--- src/rtl/bomb_pool_ctrl.sv ---
// rtl/bomb_pool_ctrl.sv - bomb slot manager: ammo capacity, fuse/blast timers, chain reactions
module bomb_pool_ctrl #(
    parameter int NUM_SLOTS    = 3,
    parameter int MAX_BOMBS    = 3,
    parameter int START_BOMBS  = 2,
    parameter int FUSE_SEC     = 3,
    parameter int BLAST_FRAMES = 30,
    parameter int TILE_LOG2    = 5,
    parameter int CHAIN_EN     = 1,
    localparam int TW          = 11 - TILE_LOG2
) (
    input  logic                   clk,
    input  logic                   resetN,
    input  logic                   OneSecPulse,
    input  logic                   startOfFrame,
    input  logic                   drop_bomb_key,
    input  logic [10:0]            player_topLeftX,
    input  logic [10:0]            player_topLeftY,
    input  logic [2:0]             blast_num,
    input  logic                   inc_bomb,
    input  logic                   score_reset,
    output logic [NUM_SLOTS-1:0]   slot_armed,
    output logic [NUM_SLOTS-1:0]   slot_blasting,
    output logic [NUM_SLOTS*TW-1:0] slot_tileX,
    output logic [NUM_SLOTS*TW-1:0] slot_tileY,
    output logic [NUM_SLOTS*3-1:0] slot_radius,
    output logic [3:0]             bombs_left,
    output logic                   blast,
    output logic                   explosion,
    output logic                   drop_rejected
);
    typedef enum logic [1:0] {S_IDLE, S_ARMED, S_BLAST} slot_state_e;

    localparam logic [11:0] HALF_TILE = 12'(1) << (TILE_LOG2 - 1);

    slot_state_e   state_q [NUM_SLOTS];
    slot_state_e   state_d [NUM_SLOTS];
    logic [3:0]    fuse_q  [NUM_SLOTS];
    logic [3:0]    fuse_d  [NUM_SLOTS];
    logic [7:0]    bcnt_q  [NUM_SLOTS];
    logic [7:0]    bcnt_d  [NUM_SLOTS];
    logic [TW-1:0] tx_q    [NUM_SLOTS];
    logic [TW-1:0] tx_d    [NUM_SLOTS];
    logic [TW-1:0] ty_q    [NUM_SLOTS];
    logic [TW-1:0] ty_d    [NUM_SLOTS];
    logic [2:0]    rad_q   [NUM_SLOTS];
    logic [2:0]    rad_d   [NUM_SLOTS];
    logic [3:0]    cap_q, cap_d;
    logic          key_q, key_d;
    logic          req_q, req_d;
    logic          blast_q, blast_d;
    logic          rej_q, rej_d;

    logic [11:0]    sum_x, sum_y;
    logic [10:0]    cen_x, cen_y;
    logic [TW-1:0]  new_tx, new_ty;
    logic [2:0]     new_rad;
    logic [3:0]     busy;
    logic           free_found, clash, accept;
    logic [2:0]     free_idx;
    logic [NUM_SLOTS-1:0] chain_hit;

    function automatic logic [TW-1:0] abs_diff(input logic [TW-1:0] a, input logic [TW-1:0] b);
        return (a >= b) ? a - b : b - a;
    endfunction

    // Tile of the player's centre; the add saturates so the tile never wraps to 0.
    always_comb begin
        sum_x   = {1'b0, player_topLeftX} + HALF_TILE;
        sum_y   = {1'b0, player_topLeftY} + HALF_TILE;
        cen_x   = sum_x[11] ? 11'h7FF : sum_x[10:0];
        cen_y   = sum_y[11] ? 11'h7FF : sum_y[10:0];
        new_tx  = TW'(cen_x >> TILE_LOG2);
        new_ty  = TW'(cen_y >> TILE_LOG2);
        new_rad = (blast_num == 3'd0) ? 3'd1 : blast_num;
    end

    always_comb begin
        busy       = 4'd0;
        free_found = 1'b0;
        free_idx   = 3'd0;
        clash      = 1'b0;
        for (int i = NUM_SLOTS - 1; i >= 0; i--) begin
            if (state_q[i] == S_IDLE) begin
                free_found = 1'b1;
                free_idx   = 3'(i);
            end else begin
                busy = busy + 4'd1;
                if (tx_q[i] == new_tx && ty_q[i] == new_ty)
                    clash = 1'b1;
            end
        end
        bombs_left = (busy > cap_q) ? 4'd0 : cap_q - busy;
        accept     = req_q && (bombs_left != 4'd0) && free_found && !clash;
    end

    always_comb begin
        for (int j = 0; j < NUM_SLOTS; j++) begin
            chain_hit[j] = 1'b0;
            if (CHAIN_EN != 0 && state_q[j] == S_ARMED) begin
                for (int i = 0; i < NUM_SLOTS; i++) begin
                    if (state_q[i] == S_BLAST &&
                        ((ty_q[j] == ty_q[i] && abs_diff(tx_q[j], tx_q[i]) <= TW'(rad_q[i])) ||
                         (tx_q[j] == tx_q[i] && abs_diff(ty_q[j], ty_q[i]) <= TW'(rad_q[i]))))
                        chain_hit[j] = 1'b1;
                end
            end
        end
    end

    always_comb begin
        key_d   = drop_bomb_key;
        req_d   = drop_bomb_key && !key_q;
        rej_d   = req_q && !accept;
        blast_d = 1'b0;
        cap_d   = (inc_bomb && cap_q < 4'(MAX_BOMBS)) ? cap_q + 4'd1 : cap_q;
        for (int j = 0; j < NUM_SLOTS; j++) begin
            state_d[j] = state_q[j];
            fuse_d[j]  = fuse_q[j];
            bcnt_d[j]  = bcnt_q[j];
            tx_d[j]    = tx_q[j];
            ty_d[j]    = ty_q[j];
            rad_d[j]   = rad_q[j];
            case (state_q[j])
                S_IDLE: begin
                    if (accept && free_idx == 3'(j)) begin
                        state_d[j] = S_ARMED;
                        fuse_d[j]  = 4'(FUSE_SEC);
                        tx_d[j]    = new_tx;
                        ty_d[j]    = new_ty;
                        rad_d[j]   = new_rad;
                    end
                end
                S_ARMED: begin
                    if (chain_hit[j] || (OneSecPulse && fuse_q[j] == 4'd1)) begin
                        state_d[j] = S_BLAST;
                        bcnt_d[j]  = 8'(BLAST_FRAMES);
                        blast_d    = 1'b1;
                    end else if (OneSecPulse) begin
                        fuse_d[j] = fuse_q[j] - 4'd1;
                    end
                end
                S_BLAST: begin
                    if (startOfFrame) begin
                        if (bcnt_q[j] == 8'd1)
                            state_d[j] = S_IDLE;
                        else
                            bcnt_d[j] = bcnt_q[j] - 8'd1;
                    end
                end
                default: state_d[j] = S_IDLE;
            endcase
        end
        if (score_reset) begin
            key_d   = 1'b0;
            req_d   = 1'b0;
            rej_d   = 1'b0;
            blast_d = 1'b0;
            cap_d   = 4'(START_BOMBS);
            for (int j = 0; j < NUM_SLOTS; j++) begin
                state_d[j] = S_IDLE;
                fuse_d[j]  = 4'd0;
                bcnt_d[j]  = 8'd0;
                tx_d[j]    = '0;
                ty_d[j]    = '0;
                rad_d[j]   = 3'd0;
            end
        end
    end

    always_ff @(posedge clk or negedge resetN) begin
        if (!resetN) begin
            key_q   <= 1'b0;
            req_q   <= 1'b0;
            rej_q   <= 1'b0;
            blast_q <= 1'b0;
            cap_q   <= 4'(START_BOMBS);
            for (int j = 0; j < NUM_SLOTS; j++) begin
                state_q[j] <= S_IDLE;
                fuse_q[j]  <= 4'd0;
                bcnt_q[j]  <= 8'd0;
                tx_q[j]    <= '0;
                ty_q[j]    <= '0;
                rad_q[j]   <= 3'd0;
            end
        end else begin
            key_q   <= key_d;
            req_q   <= req_d;
            rej_q   <= rej_d;
            blast_q <= blast_d;
            cap_q   <= cap_d;
            for (int j = 0; j < NUM_SLOTS; j++) begin
                state_q[j] <= state_d[j];
                fuse_q[j]  <= fuse_d[j];
                bcnt_q[j]  <= bcnt_d[j];
                tx_q[j]    <= tx_d[j];
                ty_q[j]    <= ty_d[j];
                rad_q[j]   <= rad_d[j];
            end
        end
    end

    always_comb begin
        for (int j = 0; j < NUM_SLOTS; j++) begin
            slot_armed[j]          = (state_q[j] == S_ARMED);
            slot_blasting[j]       = (state_q[j] == S_BLAST);
            slot_tileX[j*TW +: TW] = tx_q[j];
            slot_tileY[j*TW +: TW] = ty_q[j];
            slot_radius[j*3 +: 3]  = rad_q[j];
        end
        explosion     = |slot_blasting;
        blast         = blast_q;
        drop_rejected = rej_q;
    end
endmodule

--- config.mk ---
export PLATFORM = sky130hd
export DESIGN_NAME = bomb_pool_ctrl
export DESIGN_NICKNAME = d
export VERILOG_FILES = /design/src/rtl/bomb_pool_ctrl.sv
export SDC_FILE = /design/constraint.sdc
export NUM_CORES = 1
export LEC_CHECK = 0
export ABC_CLOCK_PERIOD_IN_PS = 4000
export CAP_MARGIN = 25
export CORE_MARGIN = 2
export CORE_UTILIZATION = 54
export CTS_CLUSTER_SIZE = 10
export DETAILED_ROUTE_END_ITERATION = 12
export PLACE_DENSITY = 0.78
export SYNTH_ARGS = -nofsm -noshare
export SYNTH_HDL_FRONTEND = slang
export SYNTH_SLANG_ARGS = --single-unit
--- constraint.sdc ---
create_clock -name clk -period 4 [get_ports clk]
set_input_delay 0.8 -clock clk [delete_from_list [all_inputs] [get_ports clk]]
set_output_delay 0.8 -clock clk [all_outputs]
set_load 0.02 [all_outputs]
==> impl_metrics.csv <==
group,metric,value,unit
outcome,outcome,"finished with violations",
outcome,violations,"setup timing",
timing,max_slew_margin,0.483,
cts,cts_tree,"done",
logic_synthesis,synth_xor_area_frac,0.0553,
logic_synthesis,synth_nets,1371,
worst_setup_path,cp.arrival,4.59,ns
cts,cts_buffers,9,
logic_synthesis,synth_ff_type,"dfrtp_1",
cts,cts_root_buf,"clkbuf_16",
logic_synthesis,synth_simple_gate_area_frac,0.192,
timing,rsz0062_at_grt,"true",
logic_synthesis,syn_inst,1197,
placed_design,place_area,13100,µm²
timing,drv_slew,0,
logic_synthesis,ys_seq_area_frac,0.230,
logic_synthesis,syn_area_per_cell,8.65,µm²
die,io_pins,90,
worst_setup_path,cp_data_required_time,4.25,ns
drt,antenna_left,0,
die,die_w,142,µm
worst_setup_path,cp_top_family,"compound AO/OA/AOI/OAI gates",
timing,setup_viol,42,
worst_setup_path,critPathSlowestCell,"dfrtp_2",
logic_synthesis,synth_edf_count,0,
timing,final-hold-violation-count,0,
worst_setup_path,cp-start-kind,"register",
placed_design,io_buffer_count,81,
drt,drc,0,
cells_and_area,fill_cells,1230,
timing,worst_slack,-0.340,ns
power,worst_ir_drop_vdd,227,µV
drt,wl,38.9,mm
cts,clk_pin_slew,0.08,ns
logic_synthesis,synth_top_family_by_area,"compound AO/OA/AOI/OAI gates",
placed_design,dpl.hpwl,27.1,mm
timing,min_period,4.34,ns
worst_setup_path,end_kind,"register",
timing,timing.fmax,230,MHz
global_route,grt_pass1_vias,10500,
logic_synthesis,synth_warnings,0,
cells_and_area,finalNetCount,1698,
logic_synthesis,synth_top_area_cell,"dfrtp_1",
timing,finClkSkew,0.0138,ns
power,powerDensity,278,nW/µm²
worst_setup_path,crit_type,"register to register",
drt,vias,11300,
drt,viasPerCell,6.43,
logic_synthesis,yosys-top-cells-count,"129 x ha_1, 106 x nor2_1, 100 x inv_1",
cts,cts.sinks,95,
placed_design,gp_congestion,0.963,
logic_synthesis,synth_compound_area_frac,0.207,
drt,drtIter0Drc,1215,
global_route,antenna_found_initial,1,
cells_and_area,layout-drive-gt1-share,0.333,
worst_setup_path,path_max_fanout,4,
worst_hold_path,hold_class,"register to register",
logic_synthesis,synth_seq_cells,95,
logic_synthesis,synthTopCellsByArea,"dfrtp_1 23%, ha_1 16%, mux2i_1 5.2%",
timing,hold-worst-slack,0.399,ns
drt,firstDrtPassIters,5,
worst_setup_path,crit_top_cell,"a21o_1",
die,start_util,0.552,
die,rows,50,
worst_setup_path,crit_chain,"buf_12 -> ha_4 -> inv_4 -> fa_2 -> a21o_1 -> a21o_1 -> a211o_1 -> a21oi_4 -> mux2_4 -> ha_4 -> a21o_1 -> a21oi_2 -> a31oi_2 -> nor3_2 -> a211o_4 -> o21ai_4 -> and2_4 -> mux2_4",
cts,clk_latency,0.37,ns
cts,ctsHoldBuffers,0,
cells_and_area,final_cell_area,14700,µm²
timing,worstMarginPinSlew,0.776,ns
global_route,grt_pass1_wl,56.4,mm
logic_synthesis,synth_most_common_cell,"ha_1",
logic_synthesis,ys_async_sr_fraction,1.00,
die,die_area,20300,µm²
die,core_area,18800,µm²
global_route,grt_overflow,0,
worst_setup_path,cpPeakStageDelay,0.43,ns
power,leakage,0.00619,µW
logic_synthesis,synth_area,10400,µm²
logic_synthesis,synth.area.mux_share,0.0729,
cts,cts_buffer_depth,2,
global_route,grt_max_degree,61,
job,cap_violations,0,
logic_synthesis,synth-adder-area-share,0.181,
placed_design,pre_cts_slack,-0.340,ns
timing,min_period_over_period,1.09,
cells_and_area,diodes,0,
global_route,track_usage,0.356,
drt,wl_per_cell,22.1,µm
logic_synthesis,synth_cell_types,93,
cells_and_area,syn2layout_area_growth,42.2,%
die,die_y,142,µm
worst_setup_path,cp_num_buf_inv,2,
logic_synthesis,yosysTopAreaCellShare,0.227,
cts,cts-htree-levels,3,
-- stage by stage --
stage / utilization / power, µW / setup TNS, ns / instances
CTS: 0.740 / 3800 / -3.14 / 1728
finish: 0.785 / 4100 / -6.85 / 1763
detailed placement: 0.699 / 2760 / -11.35 / 1687
floorplan: - / 2100 / -0.0408 / 1197
global placement: 0.699 / 2710 / -4.25 / 1687
global route: 0.785 / 4250 / -10.16 / 1763
-- power by group --
| part | switching (µW) | leakage (µW) | internal [µW] | total, µW |
|---|---|---|---|---|
| Combinational | 1100 | 0.00479 | 1000 | 2100 |
| Clock | 494 | 0.000151 | 452 | 946 |
| Sequential | 47.3 | 0.00125 | 1010 | 1050 |
-- metal layers --
layer / routed length, µm / global-route usage
met5: 0 / 0
met4: 2040 / 0.150
met3: 3440 / 0.0717
met2: 18000 / 0.567
met1: 15400 / 0.471
-- logic make-up (layout without fill, tap and decap cells) --
| logic type | count (synthesis) | count (layout) |
|---|---|---|
| buffers and inverters | 153 | 485 |
| adder cells (fa/ha/maj) | 142 | 142 |
| flip-flops | 95 | 95 |
| XOR/XNOR | 62 | 62 |
| multiplexers | 73 | 73 |
| AND/OR/NAND/NOR | 376 | 376 |
| AO/OA/AOI/OAI | 296 | 296 |
-- worst paths after layout --
check,startpoint,end,depth (start not counted),slack [ns]
min reg2reg,key_q,req_q,1,0.40
max in group asynchronous,resetN,slot_tileX[2],2,2.67
min in group asynchronous,resetN,bcnt_q[13],1,0.42
min,key_q,req_q,1,0.40
max,slot_tileY[6],bcnt_q[17],18,-0.34
max reg2reg,slot_tileY[6],bcnt_q[17],18,-0.34
-- sequential cells by signal, summed over array words and instances, names as in the netlist --
name / cells
slot_tileY: 18
drop_rejected: 1
cap_q: 4
key_q: 1
bcnt_q: 24
req_q: 1
slot_radius: 9
state_q: 6
fuse_q: 12
blast: 1
slot_tileX: 18
-- timing repair --
action                                  4_1_cts  5_1_grt
gates cloned                                  0        1
endpoints found under the setup margin       46       69
setup buffers                                26       38
pin swaps                                    42       71
gates resized for setup                      68      121
-- cells in the final DEF (no fill, tap or decap), types with 15 or more instances in the layout --
cell type / count
xor2_1: 16
xnor2_1: 40
dfrtp_2: 23
a21oi_1: 37
nor3_1: 40
nand2_1: 52
mux2i_1: 47
inv_1: 85
ha_4: 15
a31oi_1: 18
nor2_1: 102
a21o_1: 26
clkdlybuf4s50_1: 75
o21ai_0: 32
buf_4: 261
buf_6: 19
ha_1: 111
nand3_1: 34
dfrtp_1: 71
nor2b_1: 22
-- final cells by class --
| cell class | count | area (µm²) | area share |
|---|---|---|---|
| clock buffers | 9 | 225 | 0.0153 |
| inverters | 102 | 407 | 0.0276 |
| multi-input cells | 949 | 8190 | 0.556 |
| flip-flops and latches | 95 | 2410 | 0.163 |
| well taps | 234 | 293 | 0.0199 |
| clock inverters | 7 | 83.8 | 0.00569 |
| repair buffers | 367 | 3120 | 0.212 |
No activity file was read; power rests on OpenSTA's default activity.
